--- src/rtl/cfc_ckpt_pkg.sv ---
// Shared processor constants: free register list sizing and branch checkpoint defaults.
// Also holds the resolve-event decode used by the checkpoint controller.
package cfc_ckpt_pkg;

  localparam int FRL_NUM_REGS      = 32;
  localparam int FRL_PTR_WIDTH_DEF = $clog2(FRL_NUM_REGS);
  localparam int CKPT_DEPTH_DEF    = 4;
  localparam int TAG_WIDTH_DEF     = $clog2(CKPT_DEPTH_DEF);

  typedef enum logic [1:0] {
    RES_NONE    = 2'd0,
    RES_CORRECT = 2'd1,
    RES_MISPRED = 2'd2
  } res_kind_e;

  // A resolve naming a checkpoint that is not live is treated as no event at all.
  function automatic res_kind_e res_decode(input logic resolve, input logic mispredict,
                                           input logic tag_valid);
    if (!resolve || !tag_valid) return RES_NONE;
    return mispredict ? RES_MISPRED : RES_CORRECT;
  endfunction

endpackage

--- src/rtl/cfc_ckpt_mem.sv ---
// Saved free-register-list pointer per checkpoint: one synchronous write port,
// one asynchronous read port. Contents are not reset.
module cfc_ckpt_mem #(
  parameter int DEPTH = 4,
  parameter int WIDTH = 5,
  parameter int AW    = 2
) (
  input  logic             clk,
  input  logic             we_i,
  input  logic [AW-1:0]    waddr_i,
  input  logic [WIDTH-1:0] wdata_i,
  input  logic [AW-1:0]    raddr_i,
  output logic [WIDTH-1:0] rdata_o
);

  logic [WIDTH-1:0] mem_q [DEPTH];

  always_ff @(posedge clk) begin
    if (we_i) mem_q[waddr_i] <= wdata_i;
  end

  assign rdata_o = mem_q[raddr_i];

endmodule

--- src/rtl/cfc_ckpt.sv ---
// Branch checkpoint queue: saves the FRL read pointer per in-flight branch, releases
// resolved branches in order, and on a mispredict squashes younger entries and restores the pointer.
module cfc_ckpt
  import cfc_ckpt_pkg::*;
#(
  parameter int FRL_PTR_WIDTH = FRL_PTR_WIDTH_DEF,
  parameter int CKPT_DEPTH    = CKPT_DEPTH_DEF,
  parameter int TAG_WIDTH     = TAG_WIDTH_DEF
) (
  input  logic                     clk,
  input  logic                     reset,
  input  logic                     du_branch_dispatch,
  input  logic [FRL_PTR_WIDTH-1:0] frl_rd_ptr,
  output logic [TAG_WIDTH-1:0]     cfc_ckpt_tag,
  output logic                     cfc_full,
  input  logic                     bpu_resolve,
  input  logic [TAG_WIDTH-1:0]     bpu_resolve_tag,
  input  logic                     bpu_mispredict,
  output logic                     cfc_flush_frl,
  output logic [FRL_PTR_WIDTH-1:0] cfc_flush_frl_value
);

  localparam logic [TAG_WIDTH:0] FULL_CNT = (TAG_WIDTH+1)'(CKPT_DEPTH);
  localparam logic [TAG_WIDTH-1:0] TAG_ONE = TAG_WIDTH'(1);

  logic [TAG_WIDTH-1:0]     head_q, head_d;
  logic [TAG_WIDTH-1:0]     tail_q, tail_d;
  logic [TAG_WIDTH:0]       count_q, count_d;
  logic [CKPT_DEPTH-1:0]    valid_q, valid_d;
  logic [CKPT_DEPTH-1:0]    resolved_q, resolved_d;
  logic                     flush_q, flush_d;
  logic [FRL_PTR_WIDTH-1:0] flush_val_q, flush_val_d;

  logic [CKPT_DEPTH-1:0]    kill_mask;
  logic [TAG_WIDTH-1:0]     mis_dist;
  logic [FRL_PTR_WIDTH-1:0] saved_ptr;
  res_kind_e                res_kind;
  logic                     mispredict;
  logic                     release_head;
  logic                     release_eff;
  logic                     accept;

  assign cfc_full     = (count_q == FULL_CNT);
  assign cfc_ckpt_tag = tail_q;

  assign res_kind     = res_decode(bpu_resolve, bpu_mispredict, valid_q[bpu_resolve_tag]);
  assign mispredict   = (res_kind == RES_MISPRED);
  assign release_head = valid_q[head_q] & resolved_q[head_q];
  assign accept       = du_branch_dispatch & ~cfc_full & ~mispredict;
  assign mis_dist     = bpu_resolve_tag - head_q;
  // A mispredict on the head itself empties the queue, so the head release is moot.
  assign release_eff  = release_head & ~(mispredict & (mis_dist == '0));

  // Live entries are contiguous from head, so "T and younger" is every live entry
  // whose age offset from head is at least that of T.
  always_comb begin
    kill_mask = '0;
    for (int i = 0; i < CKPT_DEPTH; i++) begin
      kill_mask[i] = valid_q[i] && (TAG_WIDTH'(TAG_WIDTH'(i) - head_q) >= mis_dist);
    end
  end

  always_comb begin
    head_d      = head_q;
    tail_d      = tail_q;
    count_d     = count_q;
    valid_d     = valid_q;
    resolved_d  = resolved_q;
    flush_d     = mispredict;
    flush_val_d = flush_val_q;

    if (res_kind == RES_CORRECT) resolved_d[bpu_resolve_tag] = 1'b1;

    if (release_eff) begin
      valid_d[head_q]    = 1'b0;
      resolved_d[head_q] = 1'b0;
      head_d             = head_q + TAG_ONE;
    end

    if (mispredict) begin
      valid_d     = valid_d & ~kill_mask;
      resolved_d  = resolved_d & ~kill_mask;
      tail_d      = bpu_resolve_tag;
      flush_val_d = saved_ptr;
      count_d     = {1'b0, mis_dist} - (TAG_WIDTH+1)'(release_eff);
    end else begin
      if (accept) begin
        valid_d[tail_q]    = 1'b1;
        resolved_d[tail_q] = 1'b0;
        tail_d             = tail_q + TAG_ONE;
      end
      count_d = count_q + (TAG_WIDTH+1)'(accept) - (TAG_WIDTH+1)'(release_eff);
    end
  end

  always_ff @(posedge clk) begin
    if (reset) begin
      head_q      <= '0;
      tail_q      <= '0;
      count_q     <= '0;
      valid_q     <= '0;
      resolved_q  <= '0;
      flush_q     <= 1'b0;
      flush_val_q <= '0;
    end else begin
      head_q      <= head_d;
      tail_q      <= tail_d;
      count_q     <= count_d;
      valid_q     <= valid_d;
      resolved_q  <= resolved_d;
      flush_q     <= flush_d;
      flush_val_q <= flush_val_d;
    end
  end

  assign cfc_flush_frl       = flush_q;
  assign cfc_flush_frl_value = flush_val_q;

  cfc_ckpt_mem #(
    .DEPTH (CKPT_DEPTH),
    .WIDTH (FRL_PTR_WIDTH),
    .AW    (TAG_WIDTH)
  ) u_mem (
    .clk     (clk),
    .we_i    (accept),
    .waddr_i (tail_q),
    .wdata_i (frl_rd_ptr),
    .raddr_i (bpu_resolve_tag),
    .rdata_o (saved_ptr)
  );

endmodule

--- config.mk ---
export PLATFORM = sky130hd
export DESIGN_NAME = cfc_ckpt
export DESIGN_NICKNAME = d
export VERILOG_FILES = /design/src/rtl/cfc_ckpt_pkg.sv /design/src/rtl/cfc_ckpt_mem.sv /design/src/rtl/cfc_ckpt.sv
export SDC_FILE = /design/constraint.sdc
export NUM_CORES = 1
export LEC_CHECK = 0
export CAP_MARGIN = 10
export CORE_AREA = 3 3 74 76
export CTS_CLUSTER_SIZE = 24
export DETAILED_ROUTE_END_ITERATION = 12
export DIE_AREA = 0 0 77 79
export HOLD_SLACK_MARGIN = 0.03
export PLACE_DENSITY = 0.74
export SKIP_LAST_GASP = 1
export SLEW_MARGIN = 20
export SYNTH_ARGS = -nofsm -noshare
export SYNTH_HDL_FRONTEND = slang
export SYNTH_HIERARCHICAL = 1
export SYNTH_SLANG_ARGS = --single-unit
--- constraint.sdc ---
create_clock -name clk -period 9.1 [get_ports clk]
set_clock_uncertainty 0.2 [all_clocks]
set_input_delay 0.91 -clock clk [delete_from_list [all_inputs] [get_ports clk]]
set_output_delay 0.91 -clock clk [all_outputs]
set_load 0.05 [all_outputs]
### After elaboration in Yosys (flattened, before gate mapping)

Memory sizes are Yosys's and may differ from the RTL's. A register that Yosys moved wholly into a read port is not among the register bits.
Index checks and enable logic that the tools add are counted.

| storage, ports and cells | value |
|---|---|
| register bits after elaboration | 16 |
| bits in writable memories | 20 |
| bits of input ports | 12 |
| output and inout port bits | 9 |
| memories | 1 |

| operators by class | value |
|---|---|
| add/sub/neg operators | 10 |
| order comparisons | 10 |
| equality and inequality tests | 3 |
| multiplexer cells | 28 |
| bitwise operators | 18 |
| reductions and logical operators | 12 |

Memory list:

| name | depth | width | read ports | clocked after memory_dff | write ports | RTL line | RTL |
|---|---|---|---|---|---|---|---|
| u_mem.mem_q | 4 | 5 | 1 | 1 | 1 | cfc_ckpt_mem.sv:16 | `logic [WIDTH-1:0] mem_q [DEPTH];` |

Operator list:

| kind | number |
|---|---|
| 4-bit two-way mux | 7 |
| 4-bit bitwise AND | 5 |
| 4-bit inverter | 3 |
| 2-bit two-way mux | 5 |
| 2-bit by 3-bit < comparator with 1-bit output (second input constant) | 3 |
| 1-bit two-way mux | 9 |
| 2-bit >= comparator | 4 |
| 4-bit bitwise OR | 2 |
| 1-bit logical AND | 7 |
| 1-bit binary-select mux with 2-bit select | 3 |
| 1-bit demux with 2-bit select | 3 |
| 2-bit by 1-bit >= comparator with 1-bit output (second input constant) | 3 |
| 1-bit bitwise AND | 5 |
| 2-bit by 1-bit adder with 2-bit output (second input constant) | 2 |
| 1-bit by 2-bit subtractor with 2-bit output (first input constant) | 2 |
| 2-bit subtractor (first input constant) | 2 |
| 3-bit by 1-bit adder with 3-bit output | 1 |
| 3-bit == test (second input constant) | 1 |
| 3-bit two-way mux | 1 |
| 1-bit inverter | 3 |
| 2-bit by 1-bit subtractor with 3-bit output | 1 |
| 3-bit by 1-bit subtractor with 3-bit output | 1 |
| 2-bit by 1-bit == test with 1-bit output (second input constant) | 1 |
| 2-bit == test (second input constant) | 1 |
| 5 further kinds | 6 |

### Logic depth before layout (Yosys ltp)

| logic depth | value |
|---|---|
| depth after elaboration | 14 |
| mapped depth | 14 |
| depth with buffers taken out | 14 |

### Modules after synthesis

The synthesis kept the hierarchy.

By module, submodules not included:

| module | times used | cells an instance | area each (µm²) | seq. area each (µm²) |
|---|---|---|---|---|
| cfc_ckpt | 1 | 165 | 1515.2 | 420.4 |
| cfc_ckpt_mem | 1 | 30 | 755.7 | 600.6 |

### Worst setup path before layout

Ideal clock, no wire load.

| timing path | value |
|---|---|
| kind | input-to-reg |
| start | input port bpu_resolve_tag[0] |
| end | register count_q[2] |
| setup time | 0.086 ns |
| arrival time | 3.411 ns |
| data required time | 8.814 ns |
| slack | 5.403 ns |
| stages on the path | 14 |
| path buffers | 0 |
| cell sequence | inv_1 ha_1 inv_1 fa_1 nand4b_1 nor2b_4 nor2_4 ha_1 inv_1 ha_1 fa_1 xor2_1 xnor2_1 a211oi_1 |

| between the ends | value |
|---|---|
| word-level cells in the longest chain between the ends | 12 |
| elaborated cells between the ends (all ways) | 18 |
| classes of those cells | 4 x add/sub; 1 x eq/ne; 5 x mux; 5 x bitwise; 3 x reduce/logical |

Ends and longest elaborated chain:

| element | RTL line | RTL |
|---|---|---|
| start: declaration | cfc_ckpt.sv:17 | `input logic [TAG_WIDTH-1:0] bpu_resolve_tag,` |
| 1-bit binary-select mux with 2-bit select | cfc_ckpt.sv:46 | `assign res_kind = res_decode(bpu_resolve, bpu_mispredict, valid_q[bpu_resolve_tag]);` |
| 1-bit two-way mux (not written as such) | cfc_ckpt.sv:46 |  |
| 1-bit logical NOT | cfc_ckpt_pkg.sv:19 | `if (!resolve \|\| !tag_valid) return RES_NONE;` |
| 1-bit logical OR | cfc_ckpt_pkg.sv:19 |  |
| 1-bit two-way mux | cfc_ckpt_pkg.sv:19 |  |
| 2-bit two-way mux | cfc_ckpt_pkg.sv:20 | `return mispredict ? RES_MISPRED : RES_CORRECT;` |
| 2-bit == test | cfc_ckpt.sv:47 | `assign mispredict = (res_kind == RES_MISPRED);` |
| 1-bit inverter or 1-bit bitwise AND (tied branches) | cfc_ckpt.sv:49, cfc_ckpt.sv:52 |  |
| 1-bit bitwise AND or 1-bit inverter (tied branches) | cfc_ckpt.sv:49, cfc_ckpt.sv:52 |  |
| 3-bit by 1-bit adder with 3-bit output or 1-bit bitwise AND (tied branches) | cfc_ckpt.sv:92, cfc_ckpt.sv:52 |  |
| 3-bit by 1-bit subtractor with 3-bit output or 2-bit by 1-bit subtractor with 3-bit output (tied branches) | cfc_ckpt.sv:92, cfc_ckpt.sv:85 |  |
| 3-bit two-way mux (*) | cfc_ckpt.sv:80 | `if (mispredict) begin` |
| end signal: assignment | cfc_ckpt.sv:108 | `count_q <= count_d;` |
| end: declaration | cfc_ckpt.sv:28 | `logic [TAG_WIDTH:0] count_q, count_d;` |

Mark *: on every way between the ends. The rest lies on a longest branch, timed or not. The select of a mux whose other input is x is not followed.
A chain may end at the register's enable or synchronous reset.

### Worst setup path after layout

Ends and elaborated chain as after synthesis.

==> impl_metrics.ini <==
[timing]
tightest_slew_ns = 0.883
slew_violations = 0
hold_violations = 0
rsz0062_at_grt = false
fmax_mhz = 222
setup-violations-final = 0
min_period_ns = 4.49
min_period_over_period = 0.494
finalSetupTns_ns = 0
slew_headroom = 0.410

[routing]
vias = 1571
drc = 0
wl_per_cell_um = 16.2
firstDrtPassIters = 4
ant_nets = 0
via_per_inst = 5.55
drt_iter0_drc = 149
routed_wl_um = 4600

[layout]
multiInputGateArea_sq_um = 1110
utilization = 0.546
fin_nets = 247
drive_above_1_share = 0.106
seqCellArea_sq_um = 1020
final.fill_count = 408
area_delta_synth_final_pct = 15.0
diodes = 0

[grt]
grt_pass1_vias = 1497
track_usage = 0.162
grt_pass1_wl_um = 7560
grt_max_degree = 31
antenna_found_initial = 0
gr-total-overflow = 0

[logic_synthesis]
synth_most_common_cell = dfxtp_1
synth_flop_cell = dfxtp_1
syn_area_per_cell_sq_um = 11.6
synth_top_area_share = 0.264
yosys_register_bits = 41
async_flop_share = 0
ys_seq_area_frac = 0.450
syn-num-nets = 227
synth_warnings = 6
ys_types = 47
syn_area_sq_um = 2270
synthTopCellsByArea = edfxtp_1, dfxtp_1, ha_1
synthTopCellsByCount = dfxtp_1, edfxtp_1, inv_1
syn_inst = 195
synth_edf_count = 20
synth_top_area_cell = edfxtp_1

[worst_hold_path]
hold_path_end = cfc_flush_frl_value[2]$_SDFFE_PP0P_
hp-start = cfc_flush_frl_value[2]$_SDFFE_PP0P_
hold_depth = 2
min-delay-path-class = reg -> reg

[cts]
cts_tree = built
cts.sink_count = 41
cts.path.max_buffers = 2
cts.htree.levels = 2
post_cts_buffers = 0
worstSkewPairLatency_ns = 0.30
cts_hold_buf = 0
root_buffer = clkbuf_8
path_clk_slew_ns = 0.08
cts_buffers = 5
ctsResizeCount = 0

[die]
die_area_sq_um = 6080
core_sq_um = 4790
initial_utilization = 0.475
die_w_um = 77
pin_count = 21
die-height_um = 79
row_count = 25

[worst_setup_path]
cp-end-kind = flop
criticalPathCategory = in -> reg
required_ns = 9.10
rr_worst_depth = 13
cp-start-kind = primary input
cp_max_fo = 12
reg2reg_setup_slack_ns = 5.69
worstReg2RegEnd = count_q[2]$_SDFF_PP0_
cp.arrival_ns = 4.50
worstReg2RegStart = head_q[0]$_SDFFE_PP0N_

[run]
drv_cap = 0

[pwr]
switching_share = 0.319
p_int_mw = 0.364
p_sw_mw = 0.170
leakage_nw = 0.986
ir_drop_mv = 0.130
powerDensity_nw_per_um2 = 204
p_clk_frac = 0.278
combinationalPowerShare = 0.265
p_seq_frac = 0.457

[placed_design]
io_buffers = 20
dpl.hpwl_um = 3280
finalWeightedCongestion = 0.882

[status]
status = completed
[worst max-delay path, cell delays in order]
cell,delay [ns]
clkdlybuf4s50_1,0.85
inv_1,0.11
ha_1,0.21
inv_1,0.09
fa_1,0.43
nand4b_1,0.23
nor2b_4,0.20
nor2_4,0.10
ha_1,0.28
inv_1,0.04
ha_1,0.18
fa_1,0.37
xor2_1,0.16
xnor2_1,0.12
a211oi_1,0.21
[flip-flops by register name, indices dropped and copies added (netlist names)]
signal,flops
resolved_q,4
u_mem/mem_q,20
cfc_flush_frl,1
valid_q,4
cfc_ckpt_tag,2
cfc_flush_frl_value,5
count_q,3
head_q,2
[cell type report]
cell class                 count  area share
tap                           67      0.0321
timing repair buffer          21      0.0795
inverter                      19      0.0273
multi-input combinational    127       0.426
clock buffer                   5      0.0263
sequential                    41       0.391
clock inverter                 3      0.0177
[power by group through the flow]
stage          sequential [mW]  combinational (mW)  clock (mW)
2_1_floorplan            0.253              0.0955           0
3_3_place_gp             0.247               0.139           0
3_5_place_dp             0.247               0.141           0
5_1_grt                  0.247               0.155       0.159
6_report                 0.244               0.141       0.149
4_1_cts                  0.243               0.142       0.152
[layout by cell type, fill, tap and decap left out, types with 3 or more instances in the layout]
| cell type | count |
|---|---|
| inv_1 | 19 |
| a21oi_1 | 10 |
| ha_1 | 17 |
| edfxtp_1 | 20 |
| and3_1 | 3 |
| nor3b_1 | 4 |
| nor2_1 | 10 |
| clkdlybuf4s50_1 | 20 |
| nand2_1 | 10 |
| dfxtp_1 | 21 |
| clkbuf_8 | 5 |
| mux4_2 | 6 |
| mux2i_1 | 6 |
| o21ai_0 | 6 |
| o22ai_1 | 3 |
| fa_1 | 3 |
[metal layers]
layer / global-route usage / vias to the layer above / share of wire
met4: 0.0872 / 0 / 0.024
met2: 0.241 / 55 / 0.45
li1: - / 764 / -
met1: 0.225 / 745 / 0.46
met5: 0 / - / 0
met3: 0.0306 / 7 / 0.061
[metrics by stage]
| stage | hold slack (ns) | instances | total power [mW] | cell area (sq um) | worst slack [ns] |
|---|---|---|---|---|---|
| final | 0.298 | 283 | 0.534 | 2610 | 4.61 |
| after global routing | 0.364 | 283 | 0.561 | 2610 | 4.34 |
| after CTS | 0.304 | 283 | 0.537 | 2610 | 4.58 |
| after detailed placement | 0.287 | 275 | 0.388 | 2500 | 4.26 |
| after global placement | 0.277 | 275 | 0.386 | 2500 | 4.35 |
| after floorplan | 0.310 | 195 | 0.349 | 2270 | 5.40 |
[kinds of logic after synthesis]
| kind of cell | count (synthesis) | share of synthesized area |
|---|---|---|
| multiplexers | 14 | 0.102 |
| adder cells (fa/ha/maj) | 20 | 0.120 |
| XOR/XNOR | 4 | 0.0154 |
| AO/OA/AOI/OAI | 40 | 0.128 |
| AND/OR/NAND/NOR | 49 | 0.124 |
| flip-flops | 41 | 0.450 |
| buffers and inverters | 27 | 0.0601 |
[worst max path at each step]
stage,startpoint,end,slack [ns],cells after the start
6_report,bpu_resolve_tag[0],count_q[2]$_SDFF_PP0_,4.61,15
5_1_grt,bpu_resolve_tag[0],count_q[2]$_SDFF_PP0_,4.34,15
4_1_cts,bpu_resolve_tag[0],count_q[2]$_SDFF_PP0_,4.58,15
3_5_place_dp,bpu_resolve_tag[0],count_q[2]$_SDFF_PP0_,4.26,15
3_3_place_gp,bpu_resolve_tag[0],count_q[2]$_SDFF_PP0_,4.35,15
2_1_floorplan,bpu_resolve_tag[0],count_q[2]$_SDFF_PP0_,5.40,14
Power figures use the tool's default switching activity.
